`src/rtl/window_serializer.sv`:
```
// Purpose: buffers two raster rows and serializes each complete 3x3 window as a 9-beat burst (TL..BR).
// Latency: first burst beat is registered one cycle after the window-completing input beat is accepted.
// Backpressure: downstream cannot stall; o_ready drops for the 9 burst cycles so input is throttled instead.
module window_serializer #(
    parameter int IMG_WIDTH  = 8,
    parameter int IMG_HEIGHT = 8
) (
    input  logic       i_clk,
    input  logic       i_rst,
    input  logic [7:0] i_data,
    input  logic       i_valid,
    input  logic       i_sof,
    output logic       o_ready,
    output logic [7:0] o_data,
    output logic       o_valid,
    output logic       o_frame_done
);
    localparam int CW = $clog2(IMG_WIDTH);
    localparam int RW = $clog2(IMG_HEIGHT);

    typedef enum logic {IDLE, SEND} state_t;

    state_t         state, state_nxt;
    logic [CW-1:0]  col, cur_col;
    logic [RW-1:0]  row, cur_row;
    logic [3:0]     beat, beat_nxt;
    logic           last_win;
    logic           accept, completes, is_last;

    // Row buffers: lb0 holds the previous row, lb1 the row before that.
    logic [7:0]     lb0 [IMG_WIDTH];
    logic [7:0]     lb1 [IMG_WIDTH];
    logic [7:0]     win     [3][3];
    logic [7:0]     win_nxt [3][3];
    logic [7:0]     snap    [9];

    logic           ready_d, valid_d, done_d;
    logic [7:0]     data_d;

    // A start-of-frame beat overrides the counters and is taken as pixel (0,0).
    assign accept    = i_valid && o_ready;
    assign cur_col   = i_sof ? '0 : col;
    assign cur_row   = i_sof ? '0 : row;
    assign completes = (cur_row >= RW'(2)) && (cur_col >= CW'(2));
    assign is_last   = (cur_row == RW'(IMG_HEIGHT - 1)) && (cur_col == CW'(IMG_WIDTH - 1));

    // Window shifted one column left, new right column from the row buffers and the incoming pixel.
    always_comb begin
        for (int r = 0; r < 3; r++) begin
            win_nxt[r][0] = win[r][1];
            win_nxt[r][1] = win[r][2];
        end
        win_nxt[0][2] = lb1[cur_col];
        win_nxt[1][2] = lb0[cur_col];
        win_nxt[2][2] = i_data;
    end

    // Datapath storage; contents are don't-care until two rows have been seen, so no reset.
    always_ff @(posedge i_clk) begin
        if (accept) begin
            lb1[cur_col] <= lb0[cur_col];
            lb0[cur_col] <= i_data;
            for (int r = 0; r < 3; r++) begin
                for (int c = 0; c < 3; c++) begin
                    win[r][c] <= win_nxt[r][c];
                end
            end
            if (completes) begin
                for (int k = 0; k < 9; k++) begin
                    snap[k] <= win_nxt[k / 3][k % 3];
                end
            end
        end
    end

    // State, position counters and registered outputs.
    always_ff @(posedge i_clk or posedge i_rst) begin
        if (i_rst) begin
            state        <= IDLE;
            col          <= '0;
            row          <= '0;
            beat         <= '0;
            last_win     <= 1'b0;
            o_ready      <= 1'b0;
            o_valid      <= 1'b0;
            o_data       <= '0;
            o_frame_done <= 1'b0;
        end else begin
            state        <= state_nxt;
            beat         <= beat_nxt;
            o_ready      <= ready_d;
            o_valid      <= valid_d;
            o_data       <= data_d;
            o_frame_done <= done_d;
            if (accept) begin
                if (cur_col == CW'(IMG_WIDTH - 1)) begin
                    col <= '0;
                    row <= (cur_row == RW'(IMG_HEIGHT - 1)) ? '0 : cur_row + RW'(1);
                end else begin
                    col <= cur_col + CW'(1);
                    row <= cur_row;
                end
                if (completes) begin
                    last_win <= is_last;
                end
            end
        end
    end

    // Next state: a completing beat launches a burst; beat 8 ends it.
    always_comb begin
        state_nxt = state;
        beat_nxt  = '0;
        case (state)
            IDLE: begin
                if (accept && completes) begin
                    state_nxt = SEND;
                end
            end
            SEND: begin
                if (beat == 4'd8) begin
                    state_nxt = IDLE;
                end else begin
                    beat_nxt = beat + 4'd1;
                end
            end
            default: state_nxt = IDLE;
        endcase
    end

    // Output register inputs; the first beat bypasses the snapshot since it is latched on the same edge.
    always_comb begin
        ready_d = (state_nxt == IDLE);
        valid_d = (state_nxt == SEND);
        data_d  = '0;
        if (state_nxt == SEND) begin
            data_d = (state == IDLE) ? win_nxt[0][0] : snap[beat_nxt];
        end
        done_d  = (state == SEND) && (beat == 4'd7) && last_win;
    end
endmodule
```
`config.mk`:
```
export PLATFORM = sky130hd
export DESIGN_NAME = window_serializer
export DESIGN_NICKNAME = d
export VERILOG_FILES = /design/src/rtl/window_serializer.sv
export SDC_FILE = /design/constraint.sdc
export NUM_CORES = 1
export LEC_CHECK = 0
export CORE_AREA = 2 2 160 162
export DETAILED_ROUTE_END_ITERATION = 8
export DIE_AREA = 0 0 162 164
export SETUP_SLACK_MARGIN = 0.1
export SYNTH_ARGS = -nofsm -noshare
export SYNTH_HDL_FRONTEND = slang
export SYNTH_SLANG_ARGS = --single-unit
```
`constraint.sdc`:
```
create_clock -name i_clk -period 4 [get_ports i_clk]
set_input_delay 1.2 -clock i_clk [delete_from_list [all_inputs] [get_ports i_clk]]
set_output_delay 1.2 -clock i_clk [all_outputs]
set_load 0.01 [all_outputs]
```
==> run summary <==
The root buffer cell chosen for the clock tree is clkbuf_16. The number of warnings issued by yosys is 0. Summing every instance area after synthesis gives 0.0106 mm^2.

The final antenna diode count is 0. The total number of nets in the final design came out at 683. The stage delay of the slowest cell on the critical path is 500 ps. On the final layout, the worst hold slack is 418 ps. The total of endpoints with negative setup slack in the final report came out at 0. The final-report max-slew violation count came to 0. In this run the static leakage power is 4.30 nW. The growth of design area from synthesis to finish came out at 16.3%. The number of routed nets with antenna violations came out at 0. The routed wire length per instance came out at 20.8 um.

The peak supply drop is 280 uV. The number of hold buffers added after cts came out at 0. The sequential cell area fraction in the yosys report is 75.8%. The worst slack after detailed placement is 565 ps.

The I/O pin total came out at 23. The synthesized netlist net count is 639. The slew at the pin closest to its max-slew limit is 924 ps.

At the later pin of the worst-skew pair, clock insertion delay measures 530 ps. The horizontal die dimension came out at 162 um. The number of fill cells in the layout came out at 2077. The maximum frequency from static timing analysis is 345 MHz. Cells with a size suffix above 1 make up 17.5% of the layout. The launching element type of the critical path is an input port. The number of buffer cells added on primary ports came out at 22. Of all nets on the critical path, the largest fanout is 72. For this configuration, the core starts out at a cell density of 42.5%. No sink is reached through more buffers than the 3 on the longest clock path. The number of clock buffers added by TritonCTS is 28. The worst-case clock skew came out at 9.15 ps. In the routed design, unresolved DRC markers number 0. TritonCTS built the clock tree. The flow ran to the end, and the final reports show no timing, DRC or antenna violations. CTS built an H-tree with a depth of 1.

The total of cells resized after clock tree synthesis came out at 0. The standard cell core area came out at 0.0248 mm^2. Summed over all failing endpoints, the final setup total negative slack is 0 ps. In the routed layout, each cell is associated on average with a via count of 5.51.

The worst path required time came out at 4240 ps. Of all flip-flops after synthesis, the portion carrying an async set or reset was 8.15%. The number of hold violations in the final report was 0. The path type of the worst setup path is input port to register. The first detailed-routing pass took 5 iterations. Setup repair after global routing left no endpoint under its margin. The number of antenna violations at the first check in global routing came to 0. The clock transition at the registers of the reported paths is 60 ps. The mean cell area of the mapped netlist came out at 17.0 um^2.

The critical path goes through clkdlybuf4s50_1, nand2b_1, inv_1, ha_1, o221ai_4, clkinvlp_4, buf_12. In this run, synthesis inferred 248 flip-flops with an integrated enable. For this run, the leading register cell type out of synthesis is edfxtp_1. Dividing total power by cell area gives a power density of 524 mW/mm^2. The worst slew slack as a fraction of its limit is 38.3%. Entering global routing, the biggest net connects 73 pins. Once placement completed, the tool counted placed cells totaling 963. The number of storage elements in the synthesis netlist came out at 270. The violation count after the first detailed-routing iteration is 545.

The number of placement rows is 58. The combined global-route utilization of all metal layers came out at 16.2%. Global routing finished with a remaining overflow of 0. The final wirelength is 21.1 mm.

The floorplan die area is 0.0266 mm^2. The count of cells in the finished layout, fillers not included, comes to 1015. The global placer's final weighted congestion came out at 0.827. Leaving out fill and tap cells, the most frequent cell in the layout is edfxtp_1. The max capacitance violation total came out at 0. The number of cells produced by synthesis is 619. At the worst endpoint, the arrival time is 3140 ps. The worst hold-check path type is register to register. Dividing the final minimum period by the clock period gives 72.5%.

The die span in y is 164 um. The count of vias placed by the detailed router is 5591. The HPWL reported at the end of detailed placement came out at 13.1 mm.

The total clock sinks is 270. On the critical path, the stage with the largest delay is an instance of clkdlybuf4s50_1. Post-CTS timing repair inserted 0 buffers for setup. The via count of the first global-routing pass came out at 5759. The worst setup path is captured at a register. The global-route wire length before repair is 33.2 mm. Setup slack closes at 1100 ps. The number of distinct library cells after synthesis is 48. The worst path needs 2900 ps of the cycle, external delays included. The top cell types in the final layout, fill and taps aside, are edfxtp_1, nand2_1, and3_1, clkbuf_16, buf_4.
[critical path: cells and delay by family]
kind	cells	cell delay, ps
adder cells (fa/ha/maj)	1	230
AND/OR/NAND/NOR	1	350
AO/OA/AOI/OAI	1	290
buffers and inverters	4	1020
[cell type report]
cell class	count	area [um^2]	area share, %
clock inverter	22	245	2.00
inverter	16	67.6	0.551
clock buffer	30	729	5.94
sequential	270	8000	65.2
tap	330	413	3.36
multi-input combinational	297	2350	19.2
timing repair buffer	50	468	3.81
[synth_stat cells (3+ instances only)]
library cell | count | share of area (%)
nor3_1 | 4 | 0.19
mux2i_1 | 7 | 0.66
dfrtp_1 | 22 | 5.2
nor2_1 | 8 | 0.28
a21oi_1 | 3 | 0.14
buf_2 | 13 | 0.62
ha_1 | 8 | 0.95
mux4_2 | 14 | 3.0
nor2b_1 | 4 | 0.24
a31oi_1 | 16 | 0.95
a221oi_1 | 12 | 1.0
clkbuf_1 | 18 | 0.64
a211oi_1 | 16 | 1.1
o2111a_1 | 6 | 0.64
o21ai_0 | 6 | 0.28
buf_6 | 3 | 0.32
o221a_2 | 15 | 1.6
a2111oi_0 | 15 | 1.2
a21o_1 | 6 | 0.43
and2_1 | 17 | 1.0
nand2b_1 | 22 | 1.3
nand2_1 | 49 | 1.7
inv_1 | 15 | 0.53
edfxtp_1 | 248 | 71
and3_1 | 29 | 1.7
o21bai_1 | 12 | 0.85
[final timing paths]
check	start	depth (start not counted)	to	slack, ps
max in group asynchronous	i_rst	2	o_data[2]	2240
setup / recovery	i_sof	7	snap[6][1]	1100
setup reg to reg	beat[0]	7	o_data[5]	1520
min in group asynchronous	i_rst	2	row[0]	1180
hold / removal	win[1][9]	0	snap[3][1]	420
hold reg to reg	win[1][9]	0	snap[3][1]	420
[registers in the layout, indices dropped and copies added (netlist names)]
register and count:
snap 72, lb0 64, lb1 64, win 48, o_data 8, beat 4
col 3, row 3, last_win 1, o_frame_done 1, o_ready 1, state 1
[through the flow]
| step | cell area (um^2) | total power, mW | utilization [%] |
|---|---|---|---|
| final | 12300 | 6.43 | 49.5 |
| after global routing | 12300 | 6.66 | 49.5 |
| after CTS | 12300 | 6.50 | 49.5 |
| after detailed placement | 11300 | 3.82 | 45.5 |
| after global placement | 11300 | 3.79 | 45.5 |
| after floorplan | 10600 | 3.64 | - |
[cell families (layout without fill, tap and decap cells)]
logic type,Yosys count,count (layout),synth area share (%)
AO/OA/AOI/OAI,123,123,9.58
adder cells (fa/ha/maj),8,8,0.949
buffers and inverters,52,118,2.29
flip-flops,270,270,75.8
multiplexers,24,24,4.04
AND/OR/NAND/NOR,142,142,7.34
[routing by layer]
layer	part of all wire [%]	global-route usage, %	vias up
met5	0	0	-
met2	48	26.8	143
met3	3.9	2.25	38
li1	-	-	2551
met1	46	22.8	2859
met4	2.0	3.94	0
[report_power, final]
group          internal (mW)  total [mW]  leakage [nW]  switching (mW)
combinational          0.165       0.439          1.25           0.275
clock                   1.64        2.68         0.467            1.04
sequential              3.27        3.32          2.58          0.0490
total                   5.07        6.43          4.30            1.36
Power figures use the tool's default switching activity.
